--- src/rtl/alu_pkg.sv ---
// Shared definitions for the 4-bit ALU front-end blocks: data width,
// opcode constants and the command-driver FSM state type.
package alu_pkg;

    localparam int DATA_W = 4;

    localparam logic [3:0] OP_ADD  = 4'd0;
    localparam logic [3:0] OP_SUB  = 4'd1;
    localparam logic [3:0] OP_MUL  = 4'd2;
    localparam logic [3:0] OP_DIV  = 4'd3;
    localparam logic [3:0] OP_LSL  = 4'd4;
    localparam logic [3:0] OP_LSR  = 4'd5;
    localparam logic [3:0] OP_ROL  = 4'd6;
    localparam logic [3:0] OP_ROR  = 4'd7;
    localparam logic [3:0] OP_AND  = 4'd8;
    localparam logic [3:0] OP_OR   = 4'd9;
    localparam logic [3:0] OP_XOR  = 4'd10;
    localparam logic [3:0] OP_NOR  = 4'd11;
    localparam logic [3:0] OP_NAND = 4'd12;
    localparam logic [3:0] OP_XNOR = 4'd13;
    localparam logic [3:0] OP_GT   = 4'd14;
    localparam logic [3:0] OP_EQ   = 4'd15;

    typedef enum logic [1:0] {
        ST_IDLE   = 2'd0,
        ST_SETTLE = 2'd1,
        ST_DONE   = 2'd2
    } state_t;

endpackage

--- src/rtl/alu_settle_timer.sv ---
// Loadable 4-bit down-counter with a zero flag; counts the cycles operands
// are held on the ALU before its outputs are trusted.
module alu_settle_timer (
    input  logic       clk_i,
    input  logic       rst_i,
    input  logic       load_i,
    input  logic [3:0] load_val_i,
    input  logic       dec_i,
    output logic       zero_o
);

    logic [3:0] count_q;
    logic [3:0] count_d;

    // Load wins over decrement; the counter saturates at zero.
    always_comb begin
        count_d = count_q;
        if (load_i) begin
            count_d = load_val_i;
        end else if (dec_i && (count_q != 4'd0)) begin
            count_d = count_q - 4'd1;
        end
    end

    always_ff @(posedge clk_i) begin
        if (rst_i) begin
            count_q <= 4'd0;
        end else begin
            count_q <= count_d;
        end
    end

    assign zero_o = (count_q == 4'd0);

endmodule

--- src/rtl/alu_cmd_driver.sv ---
// Sequential command front-end for the combinational 4-bit ALU: registers
// operands onto the ALU, waits SETTLE_CYCLES, captures the result for downstream.
module alu_cmd_driver
    import alu_pkg::*;
#(
    parameter int SETTLE_CYCLES = 1
) (
    input  logic        clk,
    input  logic        rst,
    input  logic        cmd_valid,
    output logic        cmd_ready,
    input  logic [3:0]  cmd_sel,
    input  logic [3:0]  cmd_a,
    input  logic [3:0]  cmd_b,
    input  logic        cmd_acc,
    output logic [3:0]  ALU_A,
    output logic [3:0]  ALU_B,
    output logic [3:0]  ALU_Sel,
    input  logic [3:0]  ALU_Out,
    input  logic        CarryOut,
    output logic        res_valid,
    input  logic        res_ready,
    output logic [3:0]  res_data,
    output logic        res_carry,
    output logic [3:0]  res_sel,
    output logic        busy,
    output logic [7:0]  op_count,
    output logic [1:0]  dbg_state
);

    // Handshakes: a command transfers on a rising edge where cmd_valid && cmd_ready;
    // a result retires on a rising edge where res_valid && res_ready.
    localparam logic [3:0] SETTLE_LOAD = 4'(SETTLE_CYCLES - 1);

    state_t state_q, state_d;

    logic [DATA_W-1:0] alu_a_q, alu_a_d;
    logic [DATA_W-1:0] alu_b_q, alu_b_d;
    logic [3:0]        alu_sel_q, alu_sel_d;
    logic [DATA_W-1:0] acc_q, acc_d;
    logic [DATA_W-1:0] res_data_q, res_data_d;
    logic              res_carry_q, res_carry_d;
    logic [3:0]        res_sel_q, res_sel_d;
    logic [7:0]        op_count_q, op_count_d;

    logic accept;
    logic capture;
    logic timer_zero;

    alu_settle_timer u_timer (
        .clk_i      (clk),
        .rst_i      (rst),
        .load_i     (accept),
        .load_val_i (SETTLE_LOAD),
        .dec_i      (state_q == ST_SETTLE),
        .zero_o     (timer_zero)
    );

    assign cmd_ready = (state_q == ST_IDLE) || ((state_q == ST_DONE) && res_ready);
    assign accept    = cmd_valid && cmd_ready;
    assign capture   = (state_q == ST_SETTLE) && timer_zero;

    always_comb begin
        state_d = state_q;
        case (state_q)
            ST_IDLE:   if (accept)     state_d = ST_SETTLE;
            ST_SETTLE: if (timer_zero) state_d = ST_DONE;
            ST_DONE:   if (res_ready)  state_d = cmd_valid ? ST_SETTLE : ST_IDLE;
            default:                   state_d = ST_IDLE;
        endcase
    end

    // The accumulator always equals the most recent capture, so a back-to-back
    // accumulate command chains on the result being retired in the same edge.
    always_comb begin
        alu_a_d     = alu_a_q;
        alu_b_d     = alu_b_q;
        alu_sel_d   = alu_sel_q;
        acc_d       = acc_q;
        res_data_d  = res_data_q;
        res_carry_d = res_carry_q;
        res_sel_d   = res_sel_q;
        op_count_d  = op_count_q;
        if (accept) begin
            alu_a_d   = cmd_acc ? acc_q : cmd_a;
            alu_b_d   = cmd_b;
            alu_sel_d = cmd_sel;
        end
        if (capture) begin
            res_data_d  = ALU_Out;
            res_carry_d = CarryOut;
            res_sel_d   = alu_sel_q;
            acc_d       = ALU_Out;
            op_count_d  = op_count_q + 8'd1;
        end
    end

    always_ff @(posedge clk) begin
        if (rst) begin
            state_q     <= ST_IDLE;
            alu_a_q     <= '0;
            alu_b_q     <= '0;
            alu_sel_q   <= '0;
            acc_q       <= '0;
            res_data_q  <= '0;
            res_carry_q <= 1'b0;
            res_sel_q   <= '0;
            op_count_q  <= '0;
        end else begin
            state_q     <= state_d;
            alu_a_q     <= alu_a_d;
            alu_b_q     <= alu_b_d;
            alu_sel_q   <= alu_sel_d;
            acc_q       <= acc_d;
            res_data_q  <= res_data_d;
            res_carry_q <= res_carry_d;
            res_sel_q   <= res_sel_d;
            op_count_q  <= op_count_d;
        end
    end

    assign ALU_A     = alu_a_q;
    assign ALU_B     = alu_b_q;
    assign ALU_Sel   = alu_sel_q;
    assign res_valid = (state_q == ST_DONE);
    assign res_data  = res_data_q;
    assign res_carry = res_carry_q;
    assign res_sel   = res_sel_q;
    assign busy      = (state_q != ST_IDLE);
    assign op_count  = op_count_q;
    assign dbg_state = state_q;

endmodule

--- config.mk ---
export PLATFORM = sky130hd
export DESIGN_NAME = alu_cmd_driver
export DESIGN_NICKNAME = d
export VERILOG_FILES = /design/src/rtl/alu_pkg.sv /design/src/rtl/alu_settle_timer.sv /design/src/rtl/alu_cmd_driver.sv
export SDC_FILE = /design/constraint.sdc
export NUM_CORES = 1
export LEC_CHECK = 0
export ABC_AREA = 1
export CAP_MARGIN = 25
export CORE_MARGIN = 2
export CORE_UTILIZATION = 25
export DETAILED_ROUTE_END_ITERATION = 10
export DONT_BUFFER_PORTS = 1
export GPL_TIMING_DRIVEN = 0
export SETUP_SLACK_MARGIN = 0.05
export SYNTH_ARGS = -nofsm -noshare
export SYNTH_HDL_FRONTEND = slang
export SYNTH_HIERARCHICAL = 1
export SYNTH_SLANG_ARGS = --single-unit
--- constraint.sdc ---
create_clock -name clk -period 3.5 [get_ports clk]
set_clock_uncertainty 0.15 [all_clocks]
set_input_delay 0.35 -clock clk [delete_from_list [all_inputs] [get_ports clk]]
set_output_delay 0.35 -clock clk [all_outputs]
set_load 0.01 [all_outputs]
## Word level (Yosys, flattened, before mapping)

Cells that the tools add are included.

| word-level totals | value |
|---|---|
| register bits after elaboration | 35 |
| bits of input ports | 22 |
| word-level logic and storage cells | 33 |

| operators by class | value |
|---|---|
| $add $sub $neg | 2 |
| equal/unequal tests | 5 |
| mux-type cells | 6 |
| reduce and logical (&&, ||, !) cells | 11 |

Operator list:

| operator | count |
|---|---|
| $add 8x1->8 const B | 1 |
| $mux 2 | 3 |
| $pmux 2 s3 | 1 |
| $logic_and 1x1->1 | 4 |
| $logic_not 4->1 | 1 |
| $mux 4 | 1 |
| $ne 2x2->1 const B | 2 |
| $reduce_bool 4->1 | 1 |
| $sub 4x1->4 const B | 1 |
| $reduce_and 3->1 | 1 |
| $eq 2x1->1 const B | 1 |
| $eq 2x2->1 const B | 1 |
| $logic_not 2->1 | 1 |
| $ne 2x1->1 const B | 1 |
| $reduce_bool 2->1 | 1 |
| $reduce_or 2->1 | 1 |
| $logic_or 1x1->1 | 1 |
| $mux 1 | 1 |

## Longest topological paths before layout

Gate-level depths: netlist of the first run.

| depth | value |
|---|---|
| depth after elaboration | 6 |
| gate-level depth with buffers | 11 |

## By module

Netlist of the first run, hierarchy kept.

By module, submodules not included:

| module | times used | cells each | area an instance (sq um) | sequential area each (sq um) |
|---|---|---|---|---|
| alu_cmd_driver | 1 | 172 | 1282.5 | 620.6 |
| alu_settle_timer | 1 | 41 | 274.0 | 80.1 |

## Least setup slack after synthesis of the first run

OpenSTA, ideal clock, no wires.

| path | value |
|---|---|
| path kind | flip-flop to flip-flop |
| from | register u_timer.count_q[0] |
| to | register op_count_q[6], in the netlist op_count[6] |
| arrival | 1.237 ns |
| required time | 3.235 ns |
| slack | 1.998 ns |
| stages on the path, launching flop included | 10 |
| period minus slack after synthesis | 1.502 ns |
| cell sequence | dfxtp_1 inv_1 ha_1 nand3_2 inv_1 nand3_4 nor2_2 nand3_1 nand2_1 nor2_1 |

| on the way | value |
|---|---|
| word-level cells in the longest chain between the ends | 2 |

RTL lines:

| element | RTL line | text |
|---|---|---|
| from (decl) | alu_settle_timer.sv:12 | `logic [3:0] count_q;` |
| from (signal assigned) | alu_settle_timer.sv:29 | `count_q <= count_d;` |
| $logic_not 4->1 | alu_settle_timer.sv:33 | `assign zero_o = (count_q == 4'd0);` |
| named net timer_zero | alu_cmd_driver.sv:48 | `logic timer_zero;` |
| $logic_and 1x1->1 | alu_cmd_driver.sv:61 | `assign capture = (state_q == ST_SETTLE) && timer_zero;` |
| to (signal assigned) | alu_cmd_driver.sv:118 | `op_count_q <= op_count_d;` |
| to (decl) | alu_cmd_driver.sv:44 | `logic [7:0] op_count_q, op_count_d;` |

The timed path passes the listed nets, and every way through them passes these cells.
A chain may end at the register's enable or synchronous reset.

## Worst setup path in the final report of the first run

| path | value |
|---|---|
| from | register state_q[0], in the netlist dbg_state[0] |
| to | register u_timer.count_q[2] |

| on the way | value |
|---|---|
| word-level cells in the longest chain between the ends | 5 |
| elaborated cells between the ends (all ways) | 8 |

RTL lines:

| element | RTL line | text |
|---|---|---|
| from (decl) | alu_cmd_driver.sv:35 | `state_t state_q, state_d;` |
| from (signal assigned) | alu_cmd_driver.sv:110 | `state_q <= state_d;` |
| $eq 2x2->1 | alu_cmd_driver.sv:59 | `assign cmd_ready = (state_q == ST_IDLE) \|\| ((state_q == ST_DONE) && res_ready);` |
| $logic_and 1x1->1 | alu_cmd_driver.sv:59 |  |
| $logic_or 1x1->1 (*) | alu_cmd_driver.sv:59 |  |
| $logic_and 1x1->1 (*) | alu_cmd_driver.sv:60 | `assign accept = cmd_valid && cmd_ready;` |
| named net accept | alu_cmd_driver.sv:46 | `logic accept;` |
| $reduce_or 2->1 (no source line) (*) | n/a |  |

The timed path passes the listed nets; every way through them passes the cells marked *.

==> metrics.yaml, run 1 <==
global_route:
  grt_pass1_wl_mm: 6.25
  grt_pass1_vias: 1329
  grt_max_degree: 13
  grtUsageMet2: 0.172
  antenna_found_initial: 0
  grt-ovfl-total: 0
  met1_usage: 0.141
  top_usage_layer: "met2"
  met3_usage: 0.0507
  grtUsageTotal: 0.113
clock_network:
  cts_resized: 0
  clk_path_buf_depth: 2
  cts_hold_buf: 1
  cts.sinks: 35
  cts_tree: "done"
  cts_inserted_buffers: 5
  clockRootBuffer: "clkbuf_8"
  cts_setup_buffers: 0
  htreeDepth: 2
  clkSlewWorstSetupHoldPaths_ns: 0.07
  worstSkewPairLatency_ns: 0.28
yosys:
  syn-cell-area_sq_um: 1560
  synth_most_common_cell: "nand2_1"
  synth_area_leaders: "dfxtp_1 45%, nand2_1 17%, a21oi_1 9.6%"
  ys_types: 24
  synth_flop_cell: "dfxtp_1"
  syn_avg_cell_area_sq_um: 7.31
  netlist_instances: 213
  ys_ff_latch: 35
  ys_seq_area_frac: 0.450
  synthArstFlopShare: 0
  synth_top_area_frac: 0.450
  synth_edf_count: 0
  synth_common_cells: "72 x nand2_1, 35 x dfxtp_1, 30 x a21oi_1"
  synth_top_area_cell: "dfxtp_1"
  ys_warn_count: 6
timing:
  setup_viol: 0
  finalHoldViolCount: 0
  layout_min_cycle_time_ns: 1.70
  tns_ns: 0
  fmax_ghz: 0.590
  fin_crit_sh: 0.485
  slew_viol_final: 0
  rsz0062_at_grt: "no"
worst_setup_path:
  cp.arrival_ns: 1.73
  crit_chain: "inv_2 -> nand3_4 -> inv_2 -> buf_6 -> inv_2 -> nand2_1 -> o22ai_1 -> nand2_1 -> nand2_1 -> nor2_1"
  worstPathMaxFanout: 12
  crit_buf_inv: 4
  critical_path_required_ns: 3.53
  slowest_stage: "dfxtp_1"
  worstSetupStartpointType: "register"
  r2r_slack_ns: 1.80
  crit_path_end_kind: "register"
  r2r-start: "dbg_state[0]"
  r2r_cells: 10
  worst-setup-path-type: "reg -> reg"
  cp_top_family: "flip-flops"
  r2r_end: "u_timer/count_q[2]"
  slowest_delay_ns: 0.53
routing:
  drt-wirelength-per-cell_um: 12.3
  drc: 0
  via_per_inst: 4.39
  vias: 1314
  routed_wirelength_mm: 3.68
  drt_iter0_markers: 75
  firstDrtPassIters: 4
  antenna_left: 0
pwr:
  leakage_nw: 0.719
  power_uw: 917
  power_density_nw_per_um2: 521
  ir_worst_vdd_uv: 204
final_layout:
  area_delta_synth_final_pct: 13.0
  drive_above_1_share: 0.121
  layout.nets: 248
  n_fill_cell: 673
  seq_area_sq_um: 701
  layout.cells.non_filler: 299
  multi_input_area_sq_um: 732
  diodes: 0
run:
  max-cap-violations: 0
status:
  outcome: "finished, final reports clean"
worst_hold_path:
  whs_endpoint: "ALU_Sel[0]"
  holdPathStages: 2
  min_from: "cmd_sel[0]"
  hold_path_class: "in -> reg"
placement:
  port_buffers: 0
  place_hpwl_mm: 2.81
  placed_cells: 291
  place.gp.congestion: 0.744
floorplan:
  ios: 56
  initial_core_util: 0.261
  placementRows: 28
  core_sq_um: 5960
  dieArea_sq_um: 6870
  die_h_um: 82.9
  die_x_um: 82.9
-- metal layers --
metal	routed length, um	vias up
li1	-	691
met1	1730	574
met2	1540	44
met3	354	5
met4	44	0
met5	0	-
-- area by class of cell --
cell class | count | share of cell area
buffer | 7 | 0.0313
clock buffer | 6 | 0.0469
clock inverter | 1 | 0.00284
inverter | 21 | 0.0455
multi-input combinational | 153 | 0.416
sequential | 35 | 0.398
tap | 75 | 0.0533
timing repair buffer | 1 | 0.00569
-- where the power goes --
part / total [mW] / internal, mW / switching, mW
sequential: 0.461 / 0.426 / 0.0347
clock: 0.294 / 0.154 / 0.140
combinational: 0.163 / 0.0599 / 0.103
total: 0.917 / 0.640 / 0.277
-- worst max path at each step --
stage                       start                  to  cells past startpoint
2_1_floorplan  u_timer/count_q[0]         op_count[6]                      9
3_3_place_gp         dbg_state[0]  u_timer/count_q[2]                     10
3_5_place_dp   u_timer/count_q[0]          res_sel[3]                      9
4_1_cts        u_timer/count_q[0]          res_sel[3]                      9
5_1_grt              dbg_state[0]  u_timer/count_q[2]                     10
6_report             dbg_state[0]  u_timer/count_q[2]                     10
-- metrics by stage --
stage	setup slack, ns	hold slack (ns)	instance area [sq um]	utilization
finish	1.80	0.0576	1760	0.295
global route	1.61	0.0507	1760	0.295
CTS	1.79	0.0473	1760	0.295
detailed placement	1.81	0.264	1660	0.279
global placement	1.85	0.264	1660	0.279
floorplan	2.00	0.262	1570	-
-- cells by family (layout without fill, tap and decap cells) --
family / after synthesis / count (layout) / synth area share
AND/OR/NAND/NOR: 105 / 105 / 0.299
AO/OA/AOI/OAI: 39 / 39 / 0.129
flip-flops: 35 / 35 / 0.450
buffers and inverters: 28 / 36 / 0.0868
XOR/XNOR: 3 / 3 / 0.0169
adder cells (fa/ha/maj): 2 / 2 / 0.0161
other: 1 / 4 / 0.00241
-- layout by cell type (no fill, tap or decap), drive strengths merged --
master       netlist  final
a21oi             31     31
buf                6      6
clkbuf             1      7
clkinv             1      2
conb               1      4
dfxtp             35     35
dlygate4sd3        0      1
ha                 2      2
inv               20     20
nand2             74     74
nand3             11     11
nor2              19     19
o21ai              7      7
o22ai              1      1
or2                1      1
xor2               3      3
-- registers in the layout, summed over array words and instances (netlist names) --
signal,flops
op_count,8
ALU_A,4
ALU_B,4
ALU_Sel,4
res_data,4
res_sel,4
u_timer/count_q,4
dbg_state,2
res_carry,1
(Power assumes the default switching activity.)
==> run 2: changes to the inputs <==
==> constraint.sdc (replaced) <==
create_clock -name clk -period 1.5 [get_ports clk]
set_clock_uncertainty 0.15 [all_clocks]
set_input_delay 0.15 -clock clk [delete_from_list [all_inputs] [get_ports clk]]
set_output_delay 0.15 -clock clk [all_outputs]
set_load 0.01 [all_outputs]
==> metrics.yaml, run 2 (synthesis gave the netlist of run 1 again) <==
placement:
  place.gp.congestion: 0.768  # +3.2%
  port_buffers: 0  # unchanged
  placed_cells: 291  # unchanged
  place_hpwl_mm: 2.83  # +0.97%
worst_setup_path:
  crit_chain: "inv_2 -> ha_4 -> nand3_4 -> inv_4 -> nand3_4 -> inv_4 -> buf_8 -> nand2_4 -> a21oi_2"
  worstSetupStartpointType: "register"
  cp_top_family: "buffers and inverters"
  crit_buf_inv: 4  # unchanged
  slowest_delay_ns: 0.33  # -0.20 ns
  r2r-start: "u_timer/count_q[0]"
  worst-setup-path-type: "reg -> reg"
  slowest_stage: "dfxtp_2"
  worstSetupStartpoint: "u_timer/count_q[0]"
  critical_path_required_ns: 1.57  # -1.96 ns
  cp.arrival_ns: 1.57  # -0.16 ns
  worstPathMaxFanout: 7  # -5
  crit_path_end_kind: "register"
pwr:
  leakage_nw: 0.906  # +26%
  p_int_mw: 1.65  # +160%
  sw_frac_of_total: 0.314  # +0.0116
  p_seq_frac: 0.450  # -0.052
  ir_worst_vdd_uv: 482  # +140%
  p_comb_frac: 0.259  # +0.082
  clockPowerShare: 0.291  # -0.030
  power_density_nw_per_um2: 1100  # +110%
  switchingPower_uw: 754  # +170%
final_layout:
  area_delta_synth_final_pct: 40.6
  layout_common_cells: "65 x nand2_1, 31 x dfxtp_1, 26 x a21oi_1"
  layout.nets: 280  # +13%
  layout.cells.non_filler: 331  # +11%
  drive_above_1_share: 0.258  # +0.137
  multi_input_area_sq_um: 830  # +13%
  largest_reg_flops: 8  # unchanged
  diodes: 0  # unchanged
  final_common_cell: "nand2_1"
  postLayoutCoreUtil: 0.367  # +0.0721
  n_fill_cell: 631  # -6.2%
  seq_area_sq_um: 711  # +1.4%
timing:
  finalHoldViolCount: 0  # unchanged
  finalWorstSetupSlack_ns: -0.000545  # -1.80 ns
  fmax_ghz: 0.666  # +13%
  rsz0062_at_grt: "yes"
  fin_crit_sh: 1.00  # +0.516
  layout_min_cycle_time_ns: 1.50  # -0.195 ns
  slew_viol_final: 0  # unchanged
  setup_viol: 1  # +1
routing:
  firstDrtPassIters: 4  # unchanged
  drc: 0  # unchanged
  via_per_inst: 4.52  # +2.9%
  antenna_left: 0  # unchanged
  routed_wirelength_mm: 4.25  # +16%
  drt_iter0_markers: 56  # -25%
  drt-wirelength-per-cell_um: 12.8  # +4.4%
  vias: 1497  # +14%
global_route:
  grt-ovfl-total: 0  # unchanged
  grtUsageTotal: 0.119  # +0.00635
  grt_max_degree: 11  # -2
  met1_usage: 0.145  # +0.00470
  top_usage_layer: "met2"
  grt_pass1_vias: 1391  # +4.7%
  grtUsageMet2: 0.188  # +0.0154
  antenna_found_initial: 0  # unchanged
  met3_usage: 0.0477  # -0.00298
  grt_pass1_wl_mm: 6.60  # +5.5%
floorplan:
  ios: 56  # unchanged
  die_h_um: 82.9  # unchanged
  core_sq_um: 5960  # unchanged
  initial_core_util: 0.261  # unchanged
  dieArea_sq_um: 6870  # unchanged
  die_x_um: 82.9  # unchanged
  placementRows: 28  # unchanged
status:
  failed_checks: "setup timing"
  outcome: "finished, violations left"
worst_hold_path:
  hold_path_class: "in -> reg"
  min_from: "cmd_acc"
clock_network:
  clockRootBuffer: "clkbuf_8"
  clk_path_buf_depth: 2  # unchanged
  cts.sinks: 35  # unchanged
  cts_inserted_buffers: 5  # unchanged
  htreeDepth: 2  # unchanged
  worstSkewPairLatency_ns: 0.28  # about the same
  clkSlewWorstSetupHoldPaths_ns: 0.07  # about the same
  cts_tree: "done"
run:
  max-cap-violations: 0  # unchanged
run 2: cell types whose count changed in the layout (fill, tap and decap cells not counted), moves of 3 or more:
cell,delta
inv_4,+5
buf_4,+11
inv_1,-3
nand2_1,-7
nand3_1,-3
dfxtp_1,-4
nand2_2,+5
a21oi_2,+4
dlygate4sd3_1,+19
a21oi_1,-4
run 2: worst paths after layout:
| check | end | cells after the start | slack (ns) |
|---|---|---|---|
| setup / recovery | res_sel[3] | 9 | -0.0005 |
| hold / removal | ALU_A[2] | 4 | 0.01 |
| setup reg to reg | res_sel[3] | 9 | -0.0005 |
| hold reg to reg | u_timer/count_q[3] | 2 | 0.35 |
run 2: power groups by stage:
| stage | Clock [mW] | Combinational [mW] | Sequential (mW) |
|---|---|---|---|
| finish | 0.701 | 0.623 | 1.08 |
| global route | 0.755 | 0.682 | 1.09 |
| CTS | 0.718 | 0.520 | 1.08 |
| detailed placement | 0 | 0.405 | 1.10 |
| global placement | 0 | 0.387 | 1.10 |
| floorplan | 0 | 0.329 | 1.08 |
run 2: layout make-up:
type	instances	share of cell area
Multi-Input combinational cell	153	0.379
Sequential cell	35	0.325
Timing Repair Buffer	33	0.138
Inverter	21	0.0452
Tap cell	75	0.0429
Clock buffer	6	0.0377
Buffer	7	0.0303
Clock inverter	1	0.00229
run 2: per-layer routing:
metal  vias up  share of wire
met1       693           0.45
met2        49           0.46
met5         -              0
met3         6          0.074
met4         0          0.013
li1        749              -
run 2: stage by stage:
stage	hold WS, ns	cell area, sq um	setup WS (ns)	power, mW	setup TNS, ns
finish	0.0123	2190	-0.000545	2.41	-0.000545
global route	0.0395	2190	-0.0970	2.53	-1.04
CTS	0.0189	2070	0.0143	2.32	0
detailed placement	0.0668	1680	-0.113	1.50	-0.808
global placement	0.0636	1680	-0.0913	1.48	-0.365
floorplan	0.0624	1590	0.0590	1.41	0
run 2: worst min-delay path, cell delays in order:
cell,delay [ns]
nand2_1,0.04
o21ai_0,0.08
nand2_1,0.07
a21oi_1,0.05
run 2: what timing repair did:
action | CTS | global route
cloned | 0 | 1
pin swaps | 3 | 14
resized for setup | 12 | 30
endpoints found under the hold margin | 22 | 0
hold buffers | 20 | 0
setup endpoints to repair | 20 | 20
buffers inserted | 8 | 4
==> run 3: changes to the inputs <==
==> constraint.sdc (replaced) <==
create_clock -name clk -period 1.5 [get_ports clk]
set_clock_uncertainty 0.15 [all_clocks]
set_input_delay 0.15 -clock clk [delete_from_list [all_inputs] [get_ports clk]]
set_output_delay 0.15 -clock clk [all_outputs]
set_load 0.05 [all_outputs]
==> metrics.yaml, run 3 (synthesis gave the netlist of run 1 again) <==
status:
  outcome: "finished, violations left"
  failed_checks: "setup timing"
clock_network:
  clk_path_buf_depth: 2  # unchanged
  clockRootBuffer: "clkbuf_8"
  cts_inserted_buffers: 5  # unchanged
  cts.sinks: 35  # unchanged
  htreeDepth: 2  # unchanged
  clkSlewWorstSetupHoldPaths_ns: 0.07  # about the same
  cts_tree: "done"
  worstSkewPairLatency_ns: 0.28  # about the same
timing:
  fmax_ghz: 0.650  # -2.4%
  slew_viol_final: 0  # unchanged
  fin_crit_sh: 1.03  # +0.0248
  setup_viol: 11  # +10
  worstMarginPinSlew_ns: 0.607
  finalWorstSetupSlack_ns: -0.0377  # -0.0371 ns
  finalHoldViolCount: 0  # unchanged
  slew_headroom: 0.595
  rsz0062_at_grt: "yes"
  tns_ns: -0.203  # -0.203 ns
  layout_min_cycle_time_ns: 1.54  # +0.0371 ns
worst_hold_path:
  holdPathStages: 4  # unchanged
  hold_path_class: "in -> reg"
global_route:
  grt_pass1_vias: 1520  # +9.3%
  antenna_found_initial: 0  # unchanged
  grt_pass1_wl_mm: 7.29  # +11%
  grt_max_degree: 11  # unchanged
  grt-ovfl-total: 0  # unchanged
  grtUsageTotal: 0.131  # +0.0114
worst_setup_path:
  cp.arrival_ns: 1.24  # -0.33 ns
  worstPathMaxFanout: 5  # -2
  crit_path_end_kind: "output port"
  critical_path_required_ns: 1.20  # -0.37 ns
  worst-setup-path-type: "reg -> out"
  worstSetupStartpointType: "register"
  r2r_cells: 9  # unchanged
pwr:
  sw_frac_of_total: 0.351  # +0.0376
  p_comb_frac: 0.245  # -0.014
  p_int_mw: 1.69  # +2.6%
  switchingPower_uw: 917  # +21%
  power_density_nw_per_um2: 1170  # +6.1%
  leakage_nw: 0.885  # -2.3%
  p_seq_frac: 0.468  # +0.018
  ir_worst_vdd_uv: 574  # +19%
  clockPowerShare: 0.288  # -0.003
routing:
  drc: 0  # unchanged
  firstDrtPassIters: 4  # unchanged
  drt-wirelength-per-cell_um: 13.0  # +1.5%
  antenna_left: 0  # unchanged
  via_per_inst: 4.56  # +0.82%
  routed_wirelength_mm: 4.26  # +0.28%
  vias: 1491  # -0.40%
  drt_iter0_markers: 45  # -20%
floorplan:
  placementRows: 28  # unchanged
  core_sq_um: 5960  # unchanged
  initial_core_util: 0.261  # unchanged
  dieArea_sq_um: 6870  # unchanged
  ios: 56  # unchanged
  die_x_um: 82.9  # unchanged
  die_h_um: 82.9  # unchanged
final_layout:
  layout.cells.non_filler: 327  # -1.2%
  area_delta_synth_final_pct: 43.7
  layout_common_cells: "60 x nand2_1, 27 x dfxtp_1, 23 x a21oi_1"
  final_common_cell: "nand2_1"
  drive_above_1_share: 0.294  # +0.0358
  largest_reg_flops: 8  # unchanged
  diodes: 0  # unchanged
  n_fill_cell: 621  # -1.6%
  layout.nets: 275  # -1.8%
placement:
  place_hpwl_mm: 2.89  # +1.9%
  dp_worst_setup_slack_ns: -0.113  # -0.000373 ns
  place.gp.congestion: 0.751  # -2.3%
  placed_cells: 291  # unchanged
  port_buffers: 0  # unchanged
run:
  max-cap-violations: 0  # unchanged
run 3: path summary, 6_finish.rpt:
path,endpoint,slack (ns),from
worst max-delay path,res_valid,-0.04,dbg_state[1]
worst min-delay path,ALU_A[1],0.006,cmd_a[1]
worst max register to register,op_count[3],-0.04,u_timer/count_q[1]
worst min register to register,u_timer/count_q[3],0.36,u_timer/count_q[3]
run 3: stage by stage:
step           area (sq um)  hold WS [ns]  utilization  power, mW
2_1_floorplan          1610        0.0624            -       1.58
3_3_place_gp           1700        0.0636        0.286       1.66
3_5_place_dp           1700        0.0653        0.286       1.68
4_1_cts                2110       0.00714        0.354       2.55
5_1_grt                2240        0.0351        0.376       2.76
6_report               2240       0.00559        0.376       2.61
run 3: critical path, stage by stage, from the launching register on:
cell	delay [ns]
dfxtp_4	0.48
inv_1	0.17
nor2_4	0.31
run 3: layout make-up:
cell class / instances / area (sq um) / share of cell area
well taps: 75 / 93.8 / 0.0419
plain buffers: 6 / 47.5 / 0.0213
repair buffers: 29 / 308 / 0.138
multi-input cells: 153 / 858 / 0.384
clock buffers: 8 / 100 / 0.0447
flip-flops and latches: 35 / 721 / 0.322
inverters: 21 / 109 / 0.0487
run 3: routing by layer:
layer	global-route usage	up-vias	part of all wire
met5	0	-	0
met4	0.0387	0	0.011
met3	0.0577	6	0.090
met2	0.216	56	0.46
met1	0.152	681	0.44
li1	-	748	-
run 3: repair_timing:
item	in CTS	in global routing
setup endpoints to repair	23	34
gates resized for setup	22	27
endpoints found under the hold margin	22	0
gates cloned	1	1
buffers inserted	7	2
hold buffers	18	0
pin swaps	5	19
run 3: power groups by stage:
stage          clock (mW)  sequential, mW  combinational [mW]
4_1_cts             0.777            1.22               0.561
3_5_place_dp            0            1.23               0.441
2_1_floorplan           0            1.22               0.367
6_report            0.751            1.22               0.638
5_1_grt             0.819            1.23               0.706
3_3_place_gp            0            1.23               0.424
